$ cat src/rtl/sincos_arbiter_if.sv
// sincos_arbiter_if: requester-side phase request bus and tagged result bus of sincos_arbiter.
interface sincos_arbiter_if #(
  parameter int NREQ = 4,
  parameter int PW = 16,
  parameter int OW = 16,
  parameter int IDW = $clog2(NREQ)
);
  logic [NREQ-1:0]    req_valid;
  logic [NREQ*PW-1:0] req_phase;
  logic [NREQ-1:0]    req_ready;
  logic               rsp_valid;
  logic [IDW-1:0]     rsp_id;
  logic [OW-1:0]      rsp_sin;
  logic [OW-1:0]      rsp_cos;
  modport master (output req_valid, req_phase, input req_ready, rsp_valid, rsp_id, rsp_sin, rsp_cos);
  modport slave (input req_valid, req_phase, output req_ready, rsp_valid, rsp_id, rsp_sin, rsp_cos);
endinterface

$ cat src/rtl/sincos_arbiter.sv
// sincos_arbiter: round-robin sharing of one sincos unit with an in-order tag FIFO routing results back.
// Define SINCOS_ARB_STATS_EN to add per-requester saturating grant counters (o_grant_cnt, i_stats_clr).
module sincos_arbiter #(
  parameter int NREQ = 4,
  parameter int PW = 16,
  parameter int OW = 16,
  parameter int DEPTH = 32,
  parameter int IDW = $clog2(NREQ)
) (
  input  logic           i_clk,
  input  logic           i_rst_n,
  sincos_arbiter_if.slave bus,
  output logic           o_cordic_rst,
  output logic           o_cordic_valid,
  output logic [PW-1:0]  o_cordic_phase,
  input  logic           i_cordic_valid,
  input  logic [OW-1:0]  i_cordic_sin,
  input  logic [OW-1:0]  i_cordic_cos,
  output logic           o_busy,
  output logic           o_err
`ifdef SINCOS_ARB_STATS_EN
  ,
  input  logic             i_stats_clr,
  output logic [NREQ*16-1:0] o_grant_cnt
`endif
);
  localparam int AW = $clog2(DEPTH);
  localparam logic [AW:0] FULL = (AW+1)'(DEPTH);
  logic [IDW-1:0]  r_rr, w_gid, w_idx;
  logic            w_hit, w_pop;
  logic [NREQ-1:0] w_cand, w_grant;
  logic [AW-1:0]   r_wp, r_rp;
  logic [AW:0]     r_cnt;
  logic [IDW-1:0]  r_tag [DEPTH];
  logic            r_cv, r_rsp_valid, r_err;
  logic [PW-1:0]   r_cp;
  logic [IDW-1:0]  r_rsp_id;
  logic [OW-1:0]   r_sin, r_cos;

  // Full mask uses the registered count, so a same-cycle pop never enables a grant.
  assign w_cand = (!i_rst_n || r_cnt == FULL) ? '0 : bus.req_valid;
  always_comb begin
    w_hit = 1'b0;
    w_gid = '0;
    w_idx = '0;
    for (int i = 0; i < NREQ; i++) begin
      w_idx = IDW'((int'(r_rr) + i) % NREQ);
      if (!w_hit && w_cand[w_idx]) begin
        w_hit = 1'b1;
        w_gid = w_idx;
      end
    end
  end
  assign w_grant = w_hit ? NREQ'(1) << w_gid : '0;
  assign w_pop = i_cordic_valid && r_cnt != '0;

  always_ff @(posedge i_clk or negedge i_rst_n)
    if (!i_rst_n) begin
      r_rr <= '0;
      r_wp <= '0;
      r_rp <= '0;
      r_cnt <= '0;
      r_cv <= 1'b0;
      r_cp <= '0;
      r_rsp_valid <= 1'b0;
      r_rsp_id <= '0;
      r_sin <= '0;
      r_cos <= '0;
      r_err <= 1'b0;
    end else begin
      r_cv <= w_hit;
      if (w_hit) begin
        r_cp <= bus.req_phase[w_gid*PW +: PW];
        r_rr <= (w_gid == IDW'(NREQ-1)) ? '0 : w_gid + 1'b1;
        r_wp <= r_wp + 1'b1;
      end
      r_rsp_valid <= w_pop;
      if (w_pop) begin
        r_rsp_id <= r_tag[r_rp];
        r_sin <= i_cordic_sin;
        r_cos <= i_cordic_cos;
        r_rp <= r_rp + 1'b1;
      end
      if (i_cordic_valid && r_cnt == '0) r_err <= 1'b1;
      r_cnt <= r_cnt + (AW+1)'(w_hit) - (AW+1)'(w_pop);
    end

  always_ff @(posedge i_clk)
    if (w_hit) r_tag[r_wp] <= w_gid;

`ifdef SINCOS_ARB_STATS_EN
  for (genvar k = 0; k < NREQ; k++) begin : g_cnt
    logic [15:0] r_gcnt;
    always_ff @(posedge i_clk or negedge i_rst_n)
      if (!i_rst_n) r_gcnt <= '0;
      else if (i_stats_clr) r_gcnt <= '0;
      else if (w_grant[k] && r_gcnt != 16'hFFFF) r_gcnt <= r_gcnt + 16'd1;
    assign o_grant_cnt[k*16 +: 16] = r_gcnt;
  end
`endif

  assign bus.req_ready = w_grant;
  assign bus.rsp_valid = r_rsp_valid;
  assign bus.rsp_id = r_rsp_id;
  assign bus.rsp_sin = r_sin;
  assign bus.rsp_cos = r_cos;
  assign o_cordic_rst = ~i_rst_n;
  assign o_cordic_valid = r_cv;
  assign o_cordic_phase = r_cp;
  assign o_busy = (r_cnt != '0) | r_cv;
  assign o_err = r_err;
endmodule
$ cat src/flat_wrapper.sv
// flat-port wrapper written by rule: the top's interface ports become plain ports
module sincos_arbiter_flat 
#(
  parameter int NREQ = 4,
  parameter int PW = 16,
  parameter int OW = 16,
  parameter int DEPTH = 32,
  parameter int IDW = $clog2(NREQ)
)
  (i_clk, i_rst_n, o_cordic_rst, o_cordic_valid, o_cordic_phase, i_cordic_valid, i_cordic_sin, i_cordic_cos, o_busy, o_err, bus_req_valid, bus_req_phase, bus_req_ready, bus_rsp_valid, bus_rsp_id, bus_rsp_sin, bus_rsp_cos);
  sincos_arbiter_if #(.NREQ(NREQ), .PW(PW), .OW(OW), .IDW(IDW)) bus_i ();
  input  logic i_clk;
  input  logic i_rst_n;
  output logic o_cordic_rst;
  output logic o_cordic_valid;
  output logic [PW-1:0] o_cordic_phase;
  input  logic i_cordic_valid;
  input  logic [OW-1:0] i_cordic_sin;
  input  logic [OW-1:0] i_cordic_cos;
  output logic o_busy;
  output logic o_err;
  input wire logic [$bits(bus_i.req_valid)-1:0] bus_req_valid;
  input wire logic [$bits(bus_i.req_phase)-1:0] bus_req_phase;
  output wire logic [$bits(bus_i.req_ready)-1:0] bus_req_ready;
  output wire logic [$bits(bus_i.rsp_valid)-1:0] bus_rsp_valid;
  output wire logic [$bits(bus_i.rsp_id)-1:0] bus_rsp_id;
  output wire logic [$bits(bus_i.rsp_sin)-1:0] bus_rsp_sin;
  output wire logic [$bits(bus_i.rsp_cos)-1:0] bus_rsp_cos;
  assign bus_i.req_valid = bus_req_valid;
  assign bus_i.req_phase = bus_req_phase;
  assign bus_req_ready = bus_i.req_ready;
  assign bus_rsp_valid = bus_i.rsp_valid;
  assign bus_rsp_id = bus_i.rsp_id;
  assign bus_rsp_sin = bus_i.rsp_sin;
  assign bus_rsp_cos = bus_i.rsp_cos;
  sincos_arbiter #(.NREQ(NREQ), .PW(PW), .OW(OW), .DEPTH(DEPTH), .IDW(IDW)) u_core (.i_clk(i_clk), .i_rst_n(i_rst_n), .bus(bus_i), .o_cordic_rst(o_cordic_rst), .o_cordic_valid(o_cordic_valid), .o_cordic_phase(o_cordic_phase), .i_cordic_valid(i_cordic_valid), .i_cordic_sin(i_cordic_sin), .i_cordic_cos(i_cordic_cos), .o_busy(o_busy), .o_err(o_err));
endmodule
$ cat config.mk
export PLATFORM = sky130hd
export DESIGN_NAME = sincos_arbiter_flat
export DESIGN_NICKNAME = d
export VERILOG_FILES = /design/src/rtl/sincos_arbiter_if.sv /design/src/rtl/sincos_arbiter.sv /design/src/flat_wrapper.sv
export SDC_FILE = /design/constraint.sdc
export NUM_CORES = 1
export LEC_CHECK = 0
export BUFFER_PORTS_ARGS = -buffer_cell sky130_fd_sc_hd__buf_2
export CORE_MARGIN = 1.5
export CORE_UTILIZATION = 48
export DETAILED_ROUTE_END_ITERATION = 6
export HOLD_SLACK_MARGIN = 0.03
export PLACE_DENSITY = 0.76
export SETUP_SLACK_MARGIN = 0.15
export SLEW_MARGIN = 20
export SYNTH_ARGS = -nofsm -noshare
export SYNTH_HDL_FRONTEND = slang
export SYNTH_SLANG_ARGS = --single-unit
$ cat constraint.sdc
create_clock -name i_clk -period 2.81 [get_ports i_clk]
set_clock_uncertainty 0.1 [all_clocks]
set_input_delay 0.4215 -clock i_clk [delete_from_list [all_inputs] [get_ports i_clk]]
set_output_delay 0.4215 -clock i_clk [all_outputs]
set_load 0.1 [all_outputs]
==> results.cfg, run 1 <==
[timing]
setup_viol = 0
tightest_slew_ps = 824
slew_viol_final = 0
rsz0062_at_grt = true
hold_violations = 0
finalCritPeriodShare = 0.968
fmax_mhz = 368
slew_headroom = 0.451
fin_crit_ps = 2720
setup-tns-final_ps = 0

[cts]
cts_buffers = 17
clk_latency_ps = 420
cts_tree = yes
path_clk_slew_ps = 60
clkSinkCount = 135
cts_buffer_depth = 2
cts_root_buf = clkbuf_16
htreeDepth = 4

[logic_synthesis]
synth-warning-count = 0
synthTopCellsByCount = nand2_1 (119), dfrtp_1 (71), edfxtp_1 (64), nor2_1 (38), o21ai_1 (30)
synth_nets = 687
synth_top_area_frac = 0.298
synth_edf_count = 64
synth_cells = 565
netlist_area_sq_mm = 0.00646
ys_seq_elements = 135
yosysSeqAreaShare = 0.573
synth_most_common_cell = nand2_1
synth_top_cell_by_area = edfxtp_1
synth.top_cells.by_area = edfxtp_1 (30%), dfrtp_1 (28%), nand2_1 (6.9%)
synthFlopType = dfrtp_1
synthArstFlopShare = 0.526
synth_cell_types = 59
syn_area_per_cell_sq_um = 11.4

[cells_and_area]
syn2layout_area_growth_pct = 29.8
final-instance-count-excl-fill = 941
layout.nets = 873
layout-drive-gt1-share = 0.382

[routing]
drc = 0
drt_iter0_drc = 275
wl_per_cell_um = 16.3
viasPerCell = 5.38
ant_nets = 0
dr.pass1.iters = 7
vias = 5063
wl_mm = 15.3

[die]
initial_core_util = 0.490
die_width_um = 119
dieArea_sq_mm = 0.0142
fp-row-count = 42
fp.dieH_um = 119
core_sq_mm = 0.0132
io_pins = 162

[grt]
grt_pass1_vias = 5066
grt_max_degree = 39
antenna_found_initial = 0
grt_usage = 0.226
grt_overflow = 0
grt_pass1_wl_mm = 24.8

[setup_path]
cp-start-kind = flop
cp_max_fo = 8
crit_type = reg2out
cp-end-kind = output pin
required_ps = 2290
worstPathArrival_ps = 2200

[placement]
dpl.hpwl_mm = 10.5
finalWeightedCongestion = 0.905
portBuffers = 161
place_inst = 886

[pwr]
pwr_density_cell_mw_per_mm2 = 1060
power_leakage_nw = 3.73
ir_drop_mv = 0.550

[job]
maxCapViolCount = 0

[outcome]
outcome = completed

[worst_hold_path]
worstHoldPathType = in2reg
-- path summary, 6_finish.rpt --
check / startpoint / endpoint / slack [ps] / depth (start not counted)
setup / recovery: u_core.r_cnt[2]$_DFF_PN0_ / bus_req_ready[3] / 90 / 8
hold / removal: i_cordic_cos[5] / u_core.bus.rsp_cos[5]$_DFFE_PN0P_ / 100 / 3
setup reg to reg: u_core.r_cnt[2]$_DFF_PN0_ / u_core.r_cnt[5]$_DFF_PN0_ / 130 / 12
hold reg to reg: u_core.o_err$_DFFE_PN0P_ / u_core.o_err$_DFFE_PN0P_ / 360 / 1
max in group asynchronous: i_rst_n / u_core.bus.rsp_sin[12]$_DFFE_PN0P_ / 1210 / 4
min in group asynchronous: i_rst_n / u_core.r_rp[4]$_DFFE_PN0P_ / 540 / 3
-- cell type report --
type	count	area, sq um
clock buffers	20	500
inverters	18	81.3
repair buffers	200	1200
diodes	1	2.50
fillers	1014	4800
clock inverters	12	110
multi-input cells	379	2570
well taps	176	220
flip-flops and latches	135	3700
-- per-layer routing --
metal  wire [um]  GRT usage  up-vias
met3        1070     0.0570       33
met1        6110      0.261     2400
met4         390      0.108        0
met5           0          0        -
met2        7770      0.392      251
li1            -          -     2379
-- repair_timing --
action | in CTS | in global routing
buffers inserted | 11 | 9
hold buffers | 1 | 0
cloned | 1 | 0
endpoints found under the setup margin | 5 | 18
pin swaps | 9 | 18
endpoints found under the hold margin | 33 | 0
resized for setup | 17 | 11
-- kinds of logic (layout without fill, tap and decap cells) --
kind of cell / count (synthesis) / count (layout) / synth area share
and+or+nand+nor: 222 / 222 / 0.160
DFF: 135 / 135 / 0.573
AOI/OAI and AO/OA: 99 / 99 / 0.110
buffers and inverters: 51 / 250 / 0.0473
muxes: 28 / 28 / 0.0571
adders and majority gates: 19 / 19 / 0.0380
xor gates and xnor gates: 11 / 11 / 0.0149
other: 0 / 1 / 0
-- critical path: stages (launching register included) --
cell      delay, ps
dfrtp_1         380
inv_2            70
ha_4            150
and4bb_2        250
or3_4           380
buf_12          150
inv_8            60
and2_4          160
buf_12          170
-- report_power, final --
part | internal [mW] | leakage [nW] | switching (mW) | total, mW
clock | 1.38 | 0.295 | 0.849 | 2.23
combinational | 1.21 | 1.99 | 2.55 | 3.76
sequential | 2.47 | 1.45 | 0.402 | 2.87
-- placed cells by master (no fill, tap or decap), types with 7 or more instances in the layout --
| cell | Yosys | final |
|---|---|---|
| clkbuf_16 | 0 | 20 |
| inv_2 | 3 | 8 |
| buf_2 | 4 | 156 |
| nand3b_1 | 19 | 19 |
| o21ai_1 | 30 | 30 |
| ha_1 | 18 | 11 |
| o21ai_2 | 7 | 7 |
| buf_4 | 5 | 37 |
| nand3_1 | 17 | 17 |
| dfrtp_1 | 71 | 71 |
| a31oi_1 | 16 | 16 |
| a22o_1 | 16 | 16 |
| mux2i_1 | 11 | 11 |
| edfxtp_1 | 64 | 64 |
| nor2_1 | 38 | 37 |
| nand2_1 | 119 | 119 |
| xnor2_1 | 9 | 9 |
| inv_1 | 15 | 7 |
-- flip-flops by register name, indices dropped and copies added, names as in the netlist --
signal	flops
u_core.r_rp	5
u_core.r_tag	64
u_core.bus.rsp_sin	16
u_core.r_wp	5
u_core.o_cordic_phase	16
u_core.bus.rsp_valid	1
u_core.o_err	1
u_core.bus.rsp_cos	16
u_core.o_cordic_valid	1
u_core.r_rr	2
u_core.bus.rsp_id	2
u_core.r_cnt	6
-- per-stage QoR --
step                      setup WS (ps)  hold WS [ps]  area [sq um]   util  power [mW]
final                              91.2          97.3          8390  0.636        8.86
after CTS                          70.1          82.8          8270  0.627        8.79
after floorplan                     175          25.9          6510      -        5.67
after detailed placement            153           352          7480  0.567        6.37
after global placement              255           352          7480  0.567        6.27
after global routing               37.2          98.2          8380  0.636        9.27
Power figures use the tool's default switching activity.
==> run 2: changes to the inputs <==
CORE_MARGIN = 5   (was 1.5)
==> run 2 against run 1 <==
Global-route usage fell by 1.9 points. Sequential power fell by 2%. Sequential cell count did not move. Setup slack improved by 37 ps. Final cell count fell by 0.96%. Sequential share of layout area rose by 0.72 points. Critical path depth did not move. First-iteration DRC count rose by 15%. Combinational power barely moved. Die area rose by 12%.
==> results.cfg, run 2 (synthesized netlist as in run 1, its figures left out) <==
[cells_and_area]
largest_register_ffs = 64
most-common-layout-cells = buf_2 (156), nand2_1 (119), dfrtp_1 (71)
n_fill_cell = 1037
layout.nets = 866
final_common_cell = buf_2
regMostFlops = u_core.r_tag
syn2layout_area_growth_pct = 27.8
final-instance-count-excl-fill = 932
n_antenna_cell = 0
regArea_sq_mm = 0.00370
layout-drive-gt1-share = 0.361
multi_input_area_sq_mm = 0.00253

[setup_path]
required_ps = 2290
worstPathArrival_ps = 2160
cp-end-kind = output pin
crit_type = reg2out
cp-start-kind = flop
cp_max_fo = 7

[placement]
place_inst = 883
finalWeightedCongestion = 0.850
dpl.hpwl_mm = 11.5
pre_cts_ws_ps = 153
portBuffers = 161

[timing]
finalCritPeriodShare = 0.954
hold_violations = 0
tightest_slew_ps = 895
fmax_mhz = 373
slew_viol_final = 0
slew_headroom = 0.403
rsz0062_at_grt = true
fin_ws_ps = 128
setup-tns-final_ps = 0
setup_viol = 0
timing.hold.ws_ps = 95.8
fin_crit_ps = 2680

[routing]
drc = 0
vias = 5099
route.met3.wl_mm = 1.29
top_layer_used = met4
wl_per_cell_um = 17.6
ant_nets = 0
wl_met2_mm = 8.27
drt_iter0_drc = 317
wl_met1_mm = 6.35
dr.pass1.iters = 5
viasPerCell = 5.47
wl_mm = 16.4

[grt]
grt_pass1_wl_mm = 26.4
grt_usage = 0.207
grt_pass1_vias = 5437
grt_max_degree = 72
antenna_found_initial = 0
grt_overflow = 0

[pwr]
pwr_density_cell_mw_per_mm2 = 1050
internal-power_mw = 4.97
ir_drop_mv = 0.500
p_sw_mw = 3.71
clockPowerShare = 0.243
switching_share = 0.427
p_comb_frac = 0.433
p_total_mw = 8.68
power_leakage_nw = 3.68
pwr-share-seq = 0.324

[cts]
cts_buffer_depth = 2
cts_root_buf = clkbuf_16
clk_latency_ps = 410
cts_tree = yes
htreeDepth = 4
cts_buffers = 17
clkSinkCount = 135
path_clk_slew_ps = 50

[worst_hold_path]
worstHoldPathType = in2reg

[die]
initial_core_util = 0.488
die_width_um = 126
io_pins = 162
core_sq_mm = 0.0132
fp.dieH_um = 126
dieArea_sq_mm = 0.0159
fp-row-count = 42

[outcome]
outcome = completed

[job]
maxCapViolCount = 0
## run 2: critical path: stages (launching register included)
cell and delay [ps]:
dfrtp_1 340, inv_2 50, ha_1 180, and4bb_2 260
or3_4 380, buf_12 160, inv_12 50, and2_4 150
buf_12 170
## run 2: final timing paths
path	start	endpoint	slack [ps]	cells past startpoint
max	u_core.r_cnt[4]$_DFF_PN0_	bus_req_ready[1]	130	8
min	i_cordic_cos[3]	u_core.bus.rsp_cos[3]$_DFFE_PN0P_	100	3
max reg2reg	u_core.r_cnt[4]$_DFF_PN0_	u_core.r_cnt[4]$_DFF_PN0_	160	14
min reg2reg	u_core.o_err$_DFFE_PN0P_	u_core.o_err$_DFFE_PN0P_	360	1
max in group asynchronous	i_rst_n	u_core.r_cnt[2]$_DFF_PN0_	1850	2
min in group asynchronous	i_rst_n	u_core.bus.rsp_cos[10]$_DFFE_PN0P_	140	2
## run 2: stage by stage
step / util / cell area [sq um]
after CTS: 0.617 / 8180
after global placement: 0.563 / 7460
after global routing: 0.623 / 8250
after floorplan: - / 6510
after detailed placement: 0.563 / 7460
final: 0.623 / 8250
## run 2: layer usage
layer,up-vias,global-route usage
met1,2438,0.243
li1,2371,-
met2,245,0.357
met3,45,0.0588
met4,0,0.0852
met5,-,0
## run 2: area by class of cell
type	instances	area share
clock buffer	28	0.0640
inverter	18	0.0105
sequential	135	0.448
timing repair buffer	193	0.139
multi-input combinational	379	0.307
tap	176	0.0267
clock inverter	3	0.00485
## run 2: what timing repair did
item,in CTS,in global routing
pin swaps,5,13
gates resized for setup,15,6
buffers inserted,9,8
cloned,1,0
hold buffers,0,0
setup endpoints to repair,19,30
## run 2: power groups by stage
stage,clock [mW],combinational [mW],sequential (mW)
after floorplan,0,1.77,3.89
after global placement,0,3.44,2.81
final,2.11,3.76,2.81
after CTS,2.13,3.67,2.80
after detailed placement,0,3.55,2.82
after global routing,2.24,4.01,2.85
==> run 3: changes to the inputs <==
CORE_ASPECT_RATIO = 1.25   (was unset)
==> run 3 against run 2 <==
Global-route usage is 0.68 points lower. Highest routed layer unchanged. Count of clock-buffer cells in the layout shrank 7. Critical endpoint is now bus_req_ready[3]. Wire length is 4.8% lower. Maximum frequency about the same.
==> results.cfg, run 3 (synthesized netlist as in run 1, its figures left out) <==
[cells_and_area]
final-instance-count-excl-fill = 926
n_fill_cell = 1031
multi_input_area_sq_mm = 0.00257
layout-drive-gt1-share = 0.374
most-common-layout-cells = buf_2 (156), nand2_1 (118), dfrtp_1 (71)
final_common_cell = buf_2
layout.nets = 864
n_antenna_cell = 0
regMostFlops = u_core.r_tag
largest_register_ffs = 64
regArea_sq_mm = 0.00370
syn2layout_area_growth_pct = 28.3

[cts]
clk_latency_ps = 410
cts_root_buf = clkbuf_16
htreeDepth = 4
postCtsHoldBufs = 0
clkSinkCount = 135
cts_buffer_depth = 2
cts_tree = yes
path_clk_slew_ps = 60
cts_buffers = 17

[die]
core_sq_mm = 0.0132
initial_core_util = 0.488
dieArea_sq_mm = 0.0159
fp-row-count = 47
io_pins = 162
die_width_um = 114
fp.dieH_um = 140

[grt]
grt_usage = 0.200
grtUsageMet3 = 0.0560
busiest_layer = met2
grt_overflow = 0
gr-usage-met1 = 0.220
grt_max_degree = 72
grt_pass1_wl_mm = 25.3
grt_pass1_vias = 5360
antenna_found_initial = 0
grt_util_met2 = 0.358

[routing]
ant_nets = 0
wl_mm = 15.6
drt_iter0_drc = 266
dr.pass1.iters = 6
wl_per_cell_um = 16.8
drc = 0
vias = 5020
viasPerCell = 5.42

[setup_path]
cp_max_fo = 7
worstPathArrival_ps = 2160
cp-end-kind = output pin
cp_top_family = simple AND/OR/NAND/NOR gates
required_ps = 2290
worst-path-stages = 7
slowest_stage = dfrtp_1
crit_start = u_core.r_cnt[5]$_DFF_PN0_
worstPathCellList = ha_2, and4bb_2, or3_4, buf_12, inv_12, and2_4, buf_12
rr_endpoint = u_core.r_cnt[5]$_DFF_PN0_
r2r_slack_ps = 150
reg2regPathDepth = 11
cpMostUsedCell = buf_12
crit_type = reg2out
cp-start-kind = flop
critPathMaxStageDelay_ps = 400
regToRegStartpoint = u_core.r_cnt[5]$_DFF_PN0_
cp_num_buf_inv = 3

[worst_hold_path]
holdPathEnd = u_core.bus.rsp_cos[14]$_DFFE_PN0P_
holdPathStages = 3
worstHoldPathType = in2reg
hold_start = i_cordic_cos[14]

[pwr]
clockPowerShare = 0.250
power_leakage_nw = 3.69
pwr_density_cell_mw_per_mm2 = 1060
pwr-share-seq = 0.320
ir_drop_mv = 0.620
internal-power_mw = 5.02
p_sw_mw = 3.73
p_comb_frac = 0.430
switching_share = 0.426

[timing]
setup-tns-final_ps = 0
slew_headroom = 0.406
hold_violations = 0
fin_crit_ps = 2680
rsz0062_at_grt = true
timing.hold.ws_ps = 96.6
finalCritPeriodShare = 0.955
setup_viol = 0
slew_viol_final = 0
tightest_slew_ps = 891
fmax_mhz = 373

[outcome]
outcome = completed

[placement]
portBuffers = 161
place_inst = 878
dpl.hpwl_mm = 11.0
finalWeightedCongestion = 0.819

[job]
maxCapViolCount = 0
[run 3: per-layer routing]
metal / wire (um) / part of all wire / vias up
met4: 400 / 0.026 / 0
met5: 0 / 0 / -
met3: 1070 / 0.068 / 38
li1: - / - / 2353
met2: 8460 / 0.54 / 199
met1: 5670 / 0.36 / 2430
[run 3: power groups by stage]
stage          registers, mW  logic [mW]  clock network [mW]
6_report                2.80        3.76                2.19
5_1_grt                 2.85        4.02                2.32
3_3_place_gp            2.80        3.42                   0
2_1_floorplan           3.89        1.77                   0
4_1_cts                 2.79        3.67                2.22
3_5_place_dp            2.81        3.53                   0
[run 3: stage by stage]
stage | total power, mW | setup slack [ps] | util | instance area (sq um)
final | 8.76 | 127 | 0.626 | 8290
after global routing | 9.19 | 40.0 | 0.626 | 8290
after CTS | 8.69 | 57.1 | 0.620 | 8200
after detailed placement | 6.34 | 169 | 0.563 | 7450
after global placement | 6.22 | 262 | 0.563 | 7450
after floorplan | 5.67 | 175 | - | 6510
[run 3: worst min-delay path: stages]
cell and delay [ps]:
buf_2 70, nand2_1 40, nand2_1 40
[run 3: final cells by class]
cell class,instances,share of cell area
Clock buffer,21,0.0569
Clock inverter,11,0.0143
Inverter,18,0.0104
Multi-Input combinational cell,379,0.310
Sequential cell,135,0.446
Tap cell,171,0.0258
Timing Repair Buffer,191,0.136
[run 3: worst max-delay path by stage]
stage                                          endpoint
after floorplan               u_core.r_cnt[4]$_DFF_PN0_
after global placement        u_core.r_cnt[4]$_DFF_PN0_
after detailed placement  u_core.r_tag[27][1]$_DFFE_PP_
after CTS                              bus_req_ready[3]
after global routing          u_core.r_cnt[4]$_DFF_PN0_
final                                  bus_req_ready[3]
[run 3: timing repair]
item	4_1_cts	5_1_grt
pin swaps	6	15
gates resized for setup	17	11
endpoints found under the setup margin	11	54
setup buffers	10	5
gates cloned	1	0
